`config.mk`:
```
export PLATFORM = sky130hd
export DESIGN_NAME = sigmoid_recip
export DESIGN_NICKNAME = d
export VERILOG_FILES = /design/src/rtl/sigmoid_recip.sv
export SDC_FILE = /design/constraint.sdc
export NUM_CORES = 1
export LEC_CHECK = 0
export ABC_CLOCK_PERIOD_IN_PS = 5000
export CORE_MARGIN = 3
export CORE_UTILIZATION = 30
export CTS_CLUSTER_DIAMETER = 150
export DETAILED_ROUTE_END_ITERATION = 16
export GPL_TIMING_DRIVEN = 0
export MAX_ROUTING_LAYER = met4
export SLEW_MARGIN = 30
export SYNTH_ARGS = -nofsm -noshare
export SYNTH_HDL_FRONTEND = slang
export SYNTH_SLANG_ARGS = --single-unit
```
`constraint.sdc`:
```
create_clock -name clk -period 5 [get_ports clk]
set_clock_uncertainty 0.15 [all_clocks]
set_input_delay 0.75 -clock clk [delete_from_list [all_inputs] [get_ports clk]]
set_output_delay 0.75 -clock clk [all_outputs]
set_load 0.05 [all_outputs]
```
`src/rtl/sigmoid_recip.sv`:
```
// Reciprocal stage of the sigmoid datapath: y = 1/(1+z) via a bit-serial restoring divider.
// Optional round-to-nearest of the quotient is enabled by defining SIGMOID_RECIP_ROUND_EN.
module sigmoid_recip #(
  parameter int unsigned DATA_W = 20,
  parameter int unsigned FRAC_W = 16
) (
  input  logic              clk,
  input  logic              rst,
  input  logic              in_valid,
  output logic              in_ready,
  input  logic [DATA_W-1:0] in_z,
  input  logic              in_neg,
  output logic              out_valid,
  input  logic              out_ready,
  output logic [DATA_W-1:0] out_y
);

  localparam int unsigned QW = FRAC_W + 1;
  localparam int unsigned DW = FRAC_W + 2;
  localparam int unsigned IW = $clog2(QW + 1);

  localparam logic [DW-1:0]     ONE_D   = DW'(1) << FRAC_W;
  localparam logic [QW-1:0]     ONE_Q   = QW'(1) << FRAC_W;
  localparam logic [DATA_W-1:0] ONE_Z   = DATA_W'(1) << FRAC_W;
  localparam logic [DW-1:0]     R_START = DW'(1) << (FRAC_W - 1);
  localparam logic [IW-1:0]     I_START = IW'(FRAC_W);

  typedef enum logic [1:0] {IDLE, BUSY, DONE} state_t;

  state_t state, state_nxt;

  logic [DW-1:0] d;
  logic [DW-1:0] r;
  logic [QW-1:0] q;
  logic [IW-1:0] i;
  logic          neg;

  logic [QW-1:0]     zc;
  logic [DW:0]       r_sh;
  logic              ge;
  logic [DW-1:0]     r_nxt;
  logic [QW-1:0]     q_nxt;
  logic [QW-1:0]     q_fin;
  logic [DATA_W-1:0] y;

  // R < d always holds, so the shifted remainder never needs more than DW+1 bits
  always_comb begin
    zc    = (in_z > ONE_Z) ? ONE_Q : in_z[QW-1:0];
    r_sh  = {r, 1'b0};
    ge    = (r_sh >= {1'b0, d});
    r_nxt = ge ? DW'(r_sh - {1'b0, d}) : r_sh[DW-1:0];
    q_nxt = q | (QW'(ge) << i);
    q_fin = q_nxt;
`ifdef SIGMOID_RECIP_ROUND_EN
    if (({r_nxt, 1'b0} >= {1'b0, d}) && (q_nxt != ONE_Q)) begin
      q_fin = q_nxt + 1'b1;
    end
`endif
    y = neg ? DATA_W'(ONE_Q - q_fin) : DATA_W'(q_fin);
  end

  always_ff @(posedge clk) begin
    if (rst) begin
      state <= IDLE;
    end else begin
      state <= state_nxt;
    end
  end

  always_comb begin
    state_nxt = state;
    unique case (state)
      IDLE:    if (in_valid) state_nxt = BUSY;
      BUSY:    if (i == '0) state_nxt = DONE;
      DONE:    if (out_ready) state_nxt = IDLE;
      default: state_nxt = IDLE;
    endcase
  end

  // in_ready is held low during reset, independent of the registered state
  always_comb begin
    in_ready  = (state == IDLE) && !rst;
    out_valid = (state == DONE);
  end

  always_ff @(posedge clk) begin
    if (rst) begin
      d     <= '0;
      r     <= '0;
      q     <= '0;
      i     <= '0;
      neg   <= 1'b0;
      out_y <= '0;
    end else begin
      unique case (state)
        IDLE: begin
          if (in_valid) begin
            d   <= {1'b0, zc} + ONE_D;
            r   <= R_START;
            q   <= '0;
            i   <= I_START;
            neg <= in_neg;
          end
        end
        BUSY: begin
          r <= r_nxt;
          q <= q_nxt;
          i <= i - 1'b1;
          if (i == '0) begin
            out_y <= y;
          end
        end
        default: ;
      endcase
    end
  end

endmodule

```
==> impl_metrics.py <==
metrics = {
    "synth": {
        "synth_seq_cells": 79,
        "synth_warnings": 0,
        "syn_inst": 587,
        "seq_area_frac_synth_pct": 34.35,
        "netlist_area_um2": 4604,
        "syn_nets": 634,
        "synth_area_per_cell_um2": 7.844,
        "synth_edf_count": 0,
        "synthFlopType": "dfxtp_1",
        "synth_async_sr_flop_share_pct": 0,
        "yosysUniqueCellTypes": 68,
    },
    "floorplan": {
        "core_area_um2": 14750,
        "start_util_pct": 31.21,
        "rows": 44,
        "die_area_um2": 16870,
        "ios": 47,
        "dieHeight_um": 129.9,
        "die_w_um": 129.9,
    },
    "sta": {
        "min_period_ns": 4.685,
        "fmax_mhz": 213.5,
        "whs_ns": 0.2942,
        "fin_crit_sh_pct": 93.69,
        "tns_ns": 0,
        "setup_ws_ns": 0.3153,
        "tightest_slew_ns": 0.9518,
        "slew_violations": 0,
        "rsz0062_at_grt": "false",
        "hold_viol_final": 0,
        "setup_viol": 0,
        "slew_headroom_pct": 36.06,
    },
    "clock_network": {
        "cts_tree": "built",
        "clk_pin_slew_ns": 0.06,
        "root_buffer": "clkbuf_16",
        "postCtsSetupBuffers": 0,
        "htreeDepth": 3,
        "clk-insertion-delay-late_ns": 0.34,
        "cts_buffer_depth": 2,
        "cts.sinks": 79,
        "hold_buffers": 0,
        "cts-buffers-inserted": 9,
        "cts_resized": 0,
    },
    "route": {
        "drc_errors": 0,
        "drt_iter0_drc": 431,
        "drt_wl_total_um": 14360,
        "first_pass_iters": 5,
        "wl_per_cell_um": 17.26,
        "viasPerCell": 5.725,
        "vias": 4763,
        "ant_nets": 0,
    },
    "pwr": {
        "p_leak_nw": 2.086,
        "ir_drop_uv": 214.3,
        "netSwitchingPower_mw": 1.354,
        "intPower_mw": 1.733,
        "seqPwrFrac_pct": 23.6,
        "power_mw": 3.088,
        "combPwrFrac_pct": 51.2,
        "p_sw_share_pct": 43.86,
        "clkPwrFrac_pct": 25.2,
        "p_per_area_nw_per_um2": 548.1,
    },
    "grt": {
        "grt_max_degree": 14,
        "grt_pass1_vias": 4547,
        "grt_overflow": 0,
        "grt_pass1_wl_um": 23330,
        "antenna_found_initial": 0,
        "grt_usage_pct": 18.00,
    },
    "worst_setup_path": {
        "worstPathMaxFanout": 10,
        "cp.required_ns": 5.11,
        "cp-end-kind": "register",
        "critPathLaunch": "d[10]",
        "reg2reg_depth": 18,
        "r2r-start": "d[10]",
        "cp-start-kind": "register",
        "crit_end": "out_y[12]",
        "cp.arrival_ns": 4.79,
        "worstSetupPathType": "register to register",
        "reg2reg_to": "out_y[12]",
        "setup.reg_to_reg.worst_slack_ns": 0.32,
    },
    "outcome": {
        "outcome": "finished, final reports clean",
    },
    "final_layout": {
        "nets": 690,
        "postLayoutCellArea_um2": 5633,
        "final_core_util_pct": 38.18,
        "drive_gt1_share_pct": 5.093,
        "layout.cells.non_filler": 832,
        "mostFrequentLayoutCells": "dfxtp_1, nor2_1, nand2_1, a21oi_1, clkdlybuf4s50_1",
        "syn_to_final_growth_pct": 22.34,
        "final_common_cell": "dfxtp_1",
        "num_antenna_cells": 0,
    },
    "placement": {
        "place_hpwl_um": 10740,
        "gp_congestion": 0.9210,
        "dpl.cell_count": 816,
        "numPortBuffers": 45,
        "placed_cell_area_um2": 5285,
        "dp_slack_ns": 0.3855,
    },
    "worst_hold_path": {
        "hold_class": "register to register",
    },
    "flow_run": {
        "max-cap-violations": 0,
    },
}
## layout make-up
cell class              instances  area (µm²)
plain buffers                  39       168.9
clock buffers                  11       242.7
clock inverters                 5       105.1
fillers                      1508        9121
inverters                      28       105.1
multi-input cells             441        2749
flip-flops and latches         79        1582
well taps                     184       230.2
repair buffers                 45       450.4
## metal layers
layer	routed length [µm]	global-route usage, %	vias up	share of wire, %
met1	6438	23.59	2305	45
met2	6718	27.90	152	47
li1	-	-	2276	-
met4	439	8.374	0	3.1
met3	760	1.965	30	5.3
met5	0	-	-	0
## worst max-delay path: stages (launching register included)
cell and delay (ns):
dfxtp_1 0.33, inv_1 0.05, ha_1 0.37, a21o_1 0.24, a31oi_1 0.29, o21a_1 0.20, a221oi_2 0.08, o21a_1 0.28
buf_2 0.22, and2_1 0.20, a21oi_1 0.28, ha_1 0.25, nand2_1 0.08, or3_1 0.33, nor3_1 0.24, o21ai_1 0.17
a2111oi_2 0.46, o32ai_1 0.14, a311oi_1 0.23
## cells by family (layout without fill, tap and decap cells)
| group | Yosys count | in the layout | share of synthesized area (%) |
|---|---|---|---|
| buffers and inverters | 67 | 128 | 5.951 |
| and+or+nand+nor | 212 | 212 | 21.71 |
| muxes | 4 | 4 | 0.9239 |
| DFF | 79 | 79 | 34.35 |
| adders and majority gates | 22 | 22 | 6.141 |
| xor gates and xnor gates | 14 | 14 | 2.663 |
| AOI/OAI and AO/OA | 189 | 189 | 28.26 |
## power by group through the flow
| stage | clock, mW | combinational [mW] | sequential [mW] |
|---|---|---|---|
| after CTS | 0.785 | 1.55 | 0.728 |
| after detailed placement | 0 | 1.53 | 0.742 |
| final | 0.777 | 1.58 | 0.729 |
| after floorplan | 0 | 1.10 | 0.759 |
| after global placement | 0 | 1.52 | 0.740 |
| after global routing | 0.818 | 1.73 | 0.736 |
## how the worst min path moves through the flow
stage                            to       from  slack [ns]  cells after the start
after CTS                 out_y[10]  out_y[10]        0.30                      2
final                     out_y[10]  out_y[10]        0.29                      2
after global placement    out_y[10]  out_y[10]        0.29                      2
after global routing       out_y[2]   out_y[2]        0.32                      2
after floorplan               d[17]      d[17]        0.30                      2
after detailed placement  out_y[10]  out_y[10]        0.29                      2
## sequential cells by signal, indices dropped and copies added (netlist names)
name   flops
q         17
r         18
neg        1
i          5
out_y     18
state      2
d         18
## cell usage after synthesis, types with 6 or more instances
| library cell | instances | area, µm² |
|---|---|---|
| dfxtp_1 | 79 | 1582 |
| o211ai_1 | 6 | 45.04 |
| a31oi_1 | 17 | 106.4 |
| ha_1 | 21 | 262.8 |
| a22oi_1 | 18 | 135.1 |
| nor4_1 | 8 | 50.05 |
| a32oi_1 | 8 | 70.07 |
| buf_2 | 6 | 30.03 |
| clkbuf_1 | 27 | 101.4 |
| a21o_1 | 11 | 82.58 |
| nor2_1 | 60 | 225.2 |
| o21ai_0 | 15 | 75.07 |
| nand2_1 | 55 | 206.5 |
| nor3_1 | 28 | 140.1 |
| a21oi_1 | 55 | 275.3 |
| o21ai_1 | 7 | 35.03 |
| inv_1 | 28 | 105.1 |
| xnor2_1 | 9 | 78.83 |
| nand3_1 | 20 | 100.1 |
| and3_1 | 11 | 68.82 |
Note: power is estimated with default switching activity, not from simulation.
